File: config.mk
export PLATFORM = sky130hd
export DESIGN_NAME = demux_stream_router
export DESIGN_NICKNAME = d
export VERILOG_FILES = /design/src/rtl/demux_stream_router.sv
export SDC_FILE = /design/constraint.sdc
export NUM_CORES = 1
export LEC_CHECK = 0
export BUFFER_PORTS_ARGS = -buffer_cell sky130_fd_sc_hd__clkbuf_2
export CAP_MARGIN = 20
export CORE_UTILIZATION = 33
export CTS_CLUSTER_DIAMETER = 80
export CTS_CLUSTER_SIZE = 24
export DETAILED_ROUTE_END_ITERATION = 8
export HOLD_SLACK_MARGIN = 0.03
export PLACE_DENSITY = 0.63
export SYNTH_ARGS = -nofsm -noshare
export SYNTH_HDL_FRONTEND = slang
export SYNTH_SLANG_ARGS = --single-unit
File: constraint.sdc
create_clock -name clk -period 1.5 [get_ports clk]
set_input_delay 0.075 -clock clk [delete_from_list [all_inputs] [get_ports clk]]
set_output_delay 0.075 -clock clk [all_outputs]
set_load 0.01 [all_outputs]
File: src/rtl/demux_stream_router.sv
`default_nettype none
// +--------------------------------------------------------------------------+
// | demux_stream_router                                                      |
// | Registered 1-to-NUM_CH valid/ready demultiplexer, one holding register   |
// | per channel. Define DEMUX_DROP_CNT_EN to add the drop_cnt port/counter.  |
// | Rev 1.0 - initial release                                                |
// +--------------------------------------------------------------------------+
module demux_stream_router #(
   parameter int DATA_W = 8,
   parameter int NUM_CH = 8,
   parameter int SEL_W  = 3
) (
   input  logic                     clk,
   input  logic                     rst,
   input  logic                     in_valid,
   output logic                     in_ready,
   input  logic [DATA_W-1:0]        in_data,
   input  logic [SEL_W-1:0]         in_sel,
   output logic [NUM_CH-1:0]        out_valid,
   input  logic [NUM_CH-1:0]        out_ready,
   output logic [NUM_CH*DATA_W-1:0] out_data
`ifdef DEMUX_DROP_CNT_EN
   ,
   output logic [15:0]              drop_cnt
`endif
);

   logic [NUM_CH-1:0] w_hit;
   logic [NUM_CH-1:0] w_busy;
   logic              w_xfer;

   // An out-of-range select hits no channel, so it is never blocked.
   assign in_ready = !rst && !(|(w_hit & w_busy));
   assign w_xfer   = in_valid && in_ready;

   for (genvar k = 0; k < NUM_CH; k++) begin : g_ch
      localparam logic [SEL_W-1:0] c_idx = SEL_W'(k);
      logic              r_valid;
      logic [DATA_W-1:0] r_data;

      assign w_hit[k]  = (in_sel == c_idx);
      assign w_busy[k] = r_valid && !out_ready[k];

      // A load wins over a drain, giving back-to-back throughput.
      always_ff @(posedge clk) begin
         if (rst) begin
            r_valid <= 1'b0;
            r_data  <= '0;
         end else if (w_xfer && w_hit[k]) begin
            r_valid <= 1'b1;
            r_data  <= in_data;
         end else if (out_ready[k]) begin
            r_valid <= 1'b0;
         end
      end

      assign out_valid[k]                     = r_valid;
      assign out_data[k*DATA_W +: DATA_W]     = r_data;
   end

`ifdef DEMUX_DROP_CNT_EN
   logic [15:0] r_drop_cnt;

   always_ff @(posedge clk) begin
      if (rst) begin
         r_drop_cnt <= '0;
      end else if (w_xfer && !(|w_hit) && (r_drop_cnt != 16'hFFFF)) begin
         r_drop_cnt <= r_drop_cnt + 16'd1;
      end
   end

   assign drop_cnt = r_drop_cnt;
`endif

endmodule
`default_nettype wire
==> reports/summary.log, run 1 <==
[outcome] run status finished, violations left
[outcome] violations in the final reports negative setup slack
[clock_network] number of CTS-inserted buffers 9
[route] remaining routing DRC violations 0
[setup_path] worst path cell trace or3b_1 -> a21oi_2 -> o32ai_1 -> clkbuf_2
[setup_path] worst path buffer plus inverter count 1
[finish] nets@finish 474
[global_routing] total congestion overflow 0
[setup_path] count of cells along the worst register-to-register path 3
[timing] slack of the critical path -0.000142 ns
[clock_network] clock-pin slew reported for the worst setup and hold paths after clock tree synthesis 0.07 ns
[place] pre-CTS worst setup slack 0.133 ns
[timing] worst hold slack across all endpoints 0.148 ns
[power] peak supply drop 0.447 mV
[route] Top Metal Used met4
[synthesis] number of warnings issued by yosys 0
[synthesis] net count after synthesis 404
[timing] slew of the pin with the lowest slew margin 0.636 ns
[die] Initial Utilization 34.7%
[route] iteration count of the initial detailed-routing pass 5
[die] area of the die 0.0103 mm^2
[place] port bufs 94
[clock_network] latest clock arrival within the worst-skew pair 0.35 ns
[synthesis] register bit count reported by yosys 72
[synthesis] Seq/Total Area, Yosys 44.1%
[timing] fin. max-slew vios 0
[die] die outline height 102 um
[synthesis] Post-Synthesis Cells 382
[global_routing] initial antenna violation count 0
[finish] synth-to-layout area growth 20.9%
[power] net switching power 0.997 mW
[power] part of the total power dissipated in combinational logic 9.8%
[timing] Worst Skew 0.00938 ns
[timing] clock period minus final worst setup slack 1.50 ns
[clock_network] CTS tree built
[place] GP Congestion 0.761
[timing] final hold viol count 0
[route] detailed-route wire length per cell 17.0 um
[timing] Setup Viol. Count Final 1
[finish] layout cell share with drive strength beyond 1 30.9%
[power] cell area power density 949 mW/mm^2
[place] placed wire-length estimate 6670 um
[clock_network] clock net sink count 72
[clock_network] Bufs on Longest Clock Path 2
[timing] Peak Freq 0.667 GHz
[route] number of antenna-violating nets in the routed design 0
[route] met1 wire length 4500 um
[power] clock network fraction of total power 37.9%
[setup_path] Worst Path Max Fanout 2
[setup_path] startpoint type of the worst setup path flip-flop
[setup_path] depth of the critical timing path with buffers and inverters included 4
[global_routing] largest net degree at the start of global routing 54
[setup_path] top cell family by delay on the critical path simple AND/OR/NAND/NOR gates
[min_path] worst hold path depth 3
[power] sum of internal, switching and leakage power 3.75 mW
[timing] Slew headroom 57.5%
[timing] share of the clock period used by the worst path after layout 100%
[route] met3 wire length 597 um
[place] cell area reported after detailed placement 0.00374 mm^2
[route] Vias/cell 5.47
[die] count of standard-cell rows 35
[setup_path] WS Path Type flip-flop to primary output
[power] leakage power of the design 1.49 nW
[clock_network] master cell of the clock root buffer sky130_fd_sc_hd__clkbuf_8
[global_routing] wire length of the first global-routing pass 14900 um
[setup_path] required time reported for the critical path endpoint 1.42 ns
[global_routing] overall fraction of global-route tracks in use 19.3%
[route] starting DRC count in detailed routing 256
[synthesis] mean instance size in the synthesized netlist 8.56 um^2
[finish] final cell count without fillers 586
[clock_network] maximum level of the CTS H-tree 3
[die] top-level I/O count 95
[synthesis] synth unique cells 33
[place] number of cells in the design after placement 568
[die] Horiz. Die Dim 102 um
[timing] setup repair after global routing missed its margin yes
[route] detailed route wirelength on metal2 4620 um
[route] overall via count from detail_route 3204
[setup_path] endpoint type of the worst setup path primary output
[job] max_cap viols 0
[global_routing] number of global-route vias before repair 2781
[power] net switching share of the total power 26.6%
[setup_path] CP max stage cell sky130_fd_sc_hd__or3b_1
[min_path] worst min path class input pin to flip-flop
[synthesis] netlist area before placement 0.00327 mm^2
[die] Placeable Area 0.00942 mm^2
[setup_path] Worst Path Arrival 1.43 ns
[finish] n_diodes 0
[power] P_int 2.75 mW
[power] Sequential Power Share 52.3%
[setup_path] largest stage delay on the critical path 0.37 ns
[finish] Design Area, Final 0.00395 mm^2
[route] aggregate routed wire length 9950 um
==> synth_stat cells <==
| cell type | number | share of area [%] |
|---|---|---|
| sky130_fd_sc_hd__buf_6 | 3 | 1.0 |
| sky130_fd_sc_hd__a21boi_0 | 1 | 0.23 |
| sky130_fd_sc_hd__nor4b_4 | 1 | 0.73 |
| sky130_fd_sc_hd__and3b_1 | 1 | 0.27 |
| sky130_fd_sc_hd__o211ai_1 | 1 | 0.23 |
| sky130_fd_sc_hd__or2_2 | 1 | 0.19 |
| sky130_fd_sc_hd__a21oi_1 | 73 | 11 |
| sky130_fd_sc_hd__buf_4 | 21 | 4.8 |
| sky130_fd_sc_hd__nand2_1 | 1 | 0.11 |
| sky130_fd_sc_hd__o21ai_1 | 9 | 1.4 |
| sky130_fd_sc_hd__nand4b_1 | 2 | 0.54 |
| sky130_fd_sc_hd__nor4bb_1 | 2 | 0.61 |
| sky130_fd_sc_hd__nand4_1 | 32 | 6.1 |
| sky130_fd_sc_hd__nand2b_1 | 11 | 2.1 |
| sky130_fd_sc_hd__o31ai_1 | 32 | 7.4 |
| sky130_fd_sc_hd__or4b_1 | 1 | 0.31 |
| sky130_fd_sc_hd__or3b_2 | 1 | 0.27 |
| sky130_fd_sc_hd__o21ai_0 | 22 | 3.4 |
| sky130_fd_sc_hd__buf_2 | 14 | 2.1 |
| sky130_fd_sc_hd__and2_1 | 1 | 0.19 |
| sky130_fd_sc_hd__nor2_1 | 6 | 0.69 |
| sky130_fd_sc_hd__o21ai_2 | 1 | 0.27 |
| sky130_fd_sc_hd__dfxtp_1 | 72 | 44 |
| sky130_fd_sc_hd__clkbuf_1 | 18 | 2.1 |
| sky130_fd_sc_hd__nand3b_1 | 3 | 0.69 |
| sky130_fd_sc_hd__nor2b_1 | 10 | 1.9 |
| sky130_fd_sc_hd__or3b_1 | 1 | 0.27 |
| sky130_fd_sc_hd__and4b_1 | 1 | 0.31 |
| sky130_fd_sc_hd__nand4bb_1 | 2 | 0.69 |
| sky130_fd_sc_hd__nand3_1 | 32 | 4.9 |
| sky130_fd_sc_hd__o32ai_1 | 1 | 0.27 |
| sky130_fd_sc_hd__buf_1 | 4 | 0.46 |
| sky130_fd_sc_hd__o22ai_1 | 1 | 0.19 |
==> registers in the layout, indices dropped and copies added (netlist names) <==
register / cells
g_ch.r_valid: 8
g_ch.r_data: 64
==> power groups by stage <==
stage | clock (mW) | combinational (mW) | sequential, mW
2_1_floorplan | 0 | 0.225 | 2.02
3_3_place_gp | 0 | 0.351 | 2.01
3_5_place_dp | 0 | 0.358 | 2.01
4_1_cts | 1.46 | 0.363 | 1.96
5_1_grt | 1.54 | 0.397 | 1.96
6_report | 1.42 | 0.368 | 1.96
==> stage by stage <==
stage                       TNS, ns  util, %
final                     -0.000142     42.0
after global routing        -0.0756     42.0
after CTS                         0     42.0
after detailed placement          0     39.7
after global placement            0     39.7
after floorplan                   0        -
==> routing by layer <==
metal	global-route usage [%]	vias to the layer above
li1	-	1540
met1	26.2	1519
met2	29.4	124
met3	4.21	21
met4	8.36	0
met5	0	-
==> layout make-up <==
cell class,instances,area (um^2)
Clock buffer,11,151
Multi-Input combinational cell,250,1490
Timing Repair Buffer,119,673
Tap cell,129,161
Clock inverter,5,31.3
Sequential cell,72,1440
Fill cell,953,5470
==> kinds of logic (layout without fill, tap and decap cells) <==
kind of cell | Yosys count | in the layout | share of synthesized area, %
buf+inv | 60 | 135 | 10.5
flops | 72 | 72 | 44.1
simple gates | 109 | 109 | 20.9
compound gates | 141 | 141 | 24.5
==> path summary, 6_finish.rpt <==
kind                                   startpoint  slack [ns]                 to
worst min-delay path                   in_data[7]        0.15  g_ch[0].r_data[7]
worst min register to register  g_ch[6].r_data[2]        0.47  g_ch[6].r_data[2]
worst max-delay path              g_ch[0].r_valid     -0.0001           in_ready
worst max register to register    g_ch[5].r_valid        0.22  g_ch[5].r_data[4]
==> layout by cell type, fill, tap and decap left out, types with 3 or more instances in the layout <==
master,instances
sky130_fd_sc_hd__o21ai_1,9
sky130_fd_sc_hd__buf_4,23
sky130_fd_sc_hd__clkbuf_2,94
sky130_fd_sc_hd__clkinv_2,3
sky130_fd_sc_hd__clkbuf_8,11
sky130_fd_sc_hd__nand2b_1,11
sky130_fd_sc_hd__nand4_1,32
sky130_fd_sc_hd__dfxtp_1,70
sky130_fd_sc_hd__nor2_1,6
sky130_fd_sc_hd__nand3b_1,3
sky130_fd_sc_hd__nor2b_1,10
sky130_fd_sc_hd__o31ai_1,32
sky130_fd_sc_hd__a21oi_1,72
sky130_fd_sc_hd__o21ai_0,22
sky130_fd_sc_hd__nand3_1,32
==> tightest hold or removal path, delay by kind of cell <==
kind                   cells  cell delay [ns]
AO/OA/AOI/OAI              1             0.06
buffers and inverters      1             0.20
AND/OR/NAND/NOR            1             0.11
==> repair_timing <==
action                                 CTS  global route
setup buffers                            1             0
gates resized for setup                  5             0
gates cloned                             0             0
hold buffers                             1             0
pin swaps                                3             0
endpoints found under the hold margin    1             0
setup endpoints to repair                1             1
Note: power is estimated with default switching activity, not from simulation.
==> run 2, diff against run 1 <==
--- a/config.mk
+++ b/config.mk
@@ -7,12 +7,13 @@
 export LEC_CHECK = 0
 export BUFFER_PORTS_ARGS = -buffer_cell sky130_fd_sc_hd__clkbuf_2
 export CAP_MARGIN = 20
-export CORE_UTILIZATION = 33
+export CORE_UTILIZATION = 50
 export CTS_CLUSTER_DIAMETER = 80
 export CTS_CLUSTER_SIZE = 24
 export DETAILED_ROUTE_END_ITERATION = 8
+export GPL_ROUTABILITY_DRIVEN = 0
 export HOLD_SLACK_MARGIN = 0.03
-export PLACE_DENSITY = 0.63
+export PLACE_DENSITY = 0.85
 export SYNTH_ARGS = -nofsm -noshare
 export SYNTH_HDL_FRONTEND = slang
 export SYNTH_SLANG_ARGS = --single-unit
==> run 2 against run 1 <==
Compared with the run above: the flow still finishes with violations (negative setup slack); utilization grew 20 points; sequential cell count is the same; clock skew shrank 0.0056 ns; combinational power shrank 2%; clock power is essentially flat; highest routed layer unchanged.
==> reports/summary.log, run 2 (synthesis results as in run 1) <==
[outcome] run status finished, violations left [unchanged]
[outcome] violations in the final reports negative setup slack [unchanged]
[die] Initial Utilization 51.8% [was 34.7%]
[finish] flip-flop count of the largest register after layout 64 [unchanged]
[timing] Slew headroom 60.8% [was 57.5%]
[job] max_cap viols 0 [unchanged]
[clock_network] CTS tree built [unchanged]
[finish] leading cell type in the layout, fill and taps excluded sky130_fd_sc_hd__clkbuf_2 [unchanged]
[timing] slack of the critical path -0.0574 ns [was -0.000142 ns]
[setup_path] startpoint type of the worst setup path flip-flop [unchanged]
[global_routing] initial antenna violation count 0 [unchanged]
[timing] clock period minus final worst setup slack 1.56 ns [was 1.50 ns]
[timing] slew of the pin with the lowest slew margin 0.586 ns [was 0.636 ns]
[place] cell area reported after detailed placement 0.00367 mm^2 [was 0.00374 mm^2]
[finish] FILL cells 573 [was 953]
[setup_path] top cell family by delay on the critical path simple AND/OR/NAND/NOR gates [unchanged]
[power] leakage power of the design 1.49 nW [about the same]
[route] Vias/cell 6.12 [was 5.47]
[die] top-level I/O count 95 [unchanged]
[timing] final total negative setup slack -0.0574 ns [was -0.000142 ns]
[clock_network] clock-pin slew reported for the worst setup and hold paths after clock tree synthesis 0.07 ns [about the same]
[global_routing] overall fraction of global-route tracks in use 26.1% [was 19.3%]
[finish] register with the highest flop count g_ch.r_data [unchanged]
[die] count of standard-cell rows 29 [was 35]
[place] port bufs 94 [unchanged]
[global_routing] total congestion overflow 0 [unchanged]
[finish] most frequent cells in the layout 94 x sky130_fd_sc_hd__clkbuf_2, 72 x sky130_fd_sc_hd__a21oi_1, 70 x sky130_fd_sc_hd__dfxtp_1 [unchanged]
[timing] setup repair after global routing missed its margin yes [unchanged]
[place] pre-CTS worst setup slack 0.133 ns [about the same]
[route] remaining routing DRC violations 0 [unchanged]
[power] peak supply drop 0.542 mV [was 0.447 mV]
[setup_path] CP max stage cell sky130_fd_sc_hd__or3b_4 [was sky130_fd_sc_hd__or3b_1]
[route] starting DRC count in detailed routing 251 [was 256]
[die] Horiz. Die Dim 82.8 um [was 102 um]
[timing] Worst Skew 0.00383 ns [was 0.00938 ns]
[timing] fin. max-slew vios 0 [unchanged]
[global_routing] number of global-route vias before repair 2948 [was 2781]
[global_routing] met2 Resource Use GR 39.8% [was 29.4%]
[setup_path] Worst Path Arrival 1.48 ns [was 1.43 ns]
[die] area of the die 0.00686 mm^2 [was 0.0103 mm^2]
[power] cell area power density 971 mW/mm^2 [was 949 mW/mm^2]
[clock_network] clock net sink count 72 [unchanged]
[global_routing] largest net degree at the start of global routing 52 [was 54]
[route] overall via count from detail_route 3264 [was 3204]
[clock_network] master cell of the clock root buffer sky130_fd_sc_hd__clkbuf_8 [unchanged]
[die] Placeable Area 0.00631 mm^2 [was 0.00942 mm^2]
[clock_network] maximum level of the CTS H-tree 3 [unchanged]
[setup_path] worst path buffer plus inverter count 1 [unchanged]
[route] iteration count of the initial detailed-routing pass 5 [unchanged]
[timing] share of the clock period used by the worst path after layout 104% [was 100%]
[setup_path] worst path cell trace or3b_4 -> a21boi_2 -> o32ai_2 -> clkbuf_2 [was or3b_1 -> a21oi_2 -> o32ai_1 -> clkbuf_2]
[clock_network] latest clock arrival within the worst-skew pair 0.34 ns [was 0.35 ns]
[setup_path] flop-to-flop setup slack 0.25 ns [was 0.22 ns]
[finish] area taken by flip-flops and latches 0.00144 mm^2 [unchanged]
[finish] fraction of the core area covered by cells at the end of the flow 61.5% [was 42.0%]
[route] aggregate routed wire length 9160 um [was 9950 um]
[setup_path] Worst Path Max Fanout 2 [unchanged]
[die] die outline height 82.8 um [was 102 um]
[timing] worst hold slack across all endpoints 0.139 ns [was 0.148 ns]
[setup_path] WS Path Type flip-flop to primary output [unchanged]
[min_path] worst min path class input pin to flip-flop [unchanged]
[place] placed wire-length estimate 6050 um [was 6670 um]
[finish] Design Area, Final 0.00388 mm^2 [was 0.00395 mm^2]
[setup_path] endpoint type of the worst setup path primary output [unchanged]
[global_routing] met3 track demand over resource in global routing 3.68% [was 4.21%]
[clock_network] number of CTS-inserted buffers 9 [unchanged]
[clock_network] Bufs on Longest Clock Path 2 [unchanged]
[finish] synth-to-layout area growth 18.8% [was 20.9%]
[route] detailed-route wire length per cell 17.2 um [was 17.0 um]
[global_routing] wire length of the first global-routing pass 14400 um [was 14900 um]
[finish] n_diodes 0 [unchanged]
[timing] Setup Viol. Count Final 1 [unchanged]
[finish] multi-input gate area in the final layout 0.00150 mm^2 [was 0.00149 mm^2]
[clock_network] Hold-fix buffers, CTS 0 [was 1]
[setup_path] largest stage delay on the critical path 0.39 ns [was 0.37 ns]
[timing] final hold viol count 0 [unchanged]
[global_routing] grt peak-use layer met2 [unchanged]
[timing] Peak Freq 0.642 GHz [was 0.667 GHz]
[route] number of antenna-violating nets in the routed design 0 [unchanged]
[setup_path] required time reported for the critical path endpoint 1.42 ns [about the same]
[finish] layout cell share with drive strength beyond 1 30.7% [was 30.9%]
[finish] nets@finish 473 [was 474]
[finish] leading registers by flop count g_ch.r_data x64, g_ch.r_valid x8 [unchanged]
[global_routing] met1 GRT Util 34.8% [was 26.2%]
run 2: changes by cell type in the layout (fill, tap and decap cells not counted), sizes merged:
cell	change
bufinv	+1
clkbuf	+1
clkinv	-1
dlygate4sd3	-1
clkinvlp	-1
run 2: path summary, 6_finish.rpt:
kind | depth (start not counted) | to | start
setup / recovery | 4 | in_ready | g_ch[6].r_valid
setup reg to reg | 5 | g_ch[6].r_data[0] | g_ch[6].r_valid
hold / removal | 2 | g_ch[7].r_data[4] | rst
hold reg to reg | 2 | g_ch[7].r_data[0] | g_ch[7].r_data[0]
run 2: area by class of cell:
type                       instances  area share (%)
timing repair buffer             118            17.1
sequential                        72            37.2
multi-input combinational        250            38.6
tap                               77            2.48
clock inverter                     4            1.16
clock buffer                      12            3.48
run 2: worst register-to-register path: stages (launching register included):
cell and delay, ns:
sky130_fd_sc_hd__dfxtp_2 0.33, sky130_fd_sc_hd__buf_4 0.13, sky130_fd_sc_hd__nor2b_1 0.12, sky130_fd_sc_hd__buf_4 0.16, sky130_fd_sc_hd__o31ai_1 0.26, sky130_fd_sc_hd__a21oi_1 0.12
run 2: per-stage QoR:
step | instances | power, mW
after global placement | 515 | 2.34
after floorplan | 382 | 2.24
final | 533 | 3.77
after global routing | 533 | 3.89
after detailed placement | 515 | 2.35
after CTS | 533 | 3.77
run 2: report_power, final:
group,leakage (nW),switching (mW),internal [mW],total [mW]
registers,0.583,0.0192,1.94,1.96
clock network,0.0941,0.686,0.762,1.45
logic,0.809,0.237,0.123,0.360
total,1.49,0.942,2.83,3.77
run 2: routing by layer:
metal,share of wire (%),vias to the layer above,wire length (um)
met5,0,-,0
met4,4.6,0,422
met3,7.1,42,650
met2,46,171,4210
met1,42,1515,3880
li1,-,1536,-
run 2: what timing repair did:
item                                   CTS  global route
gates resized for setup                  7             0
pin swaps                                1             1
endpoints found under the hold margin    0             0
setup endpoints to repair                1             1
buffers inserted                         2             0
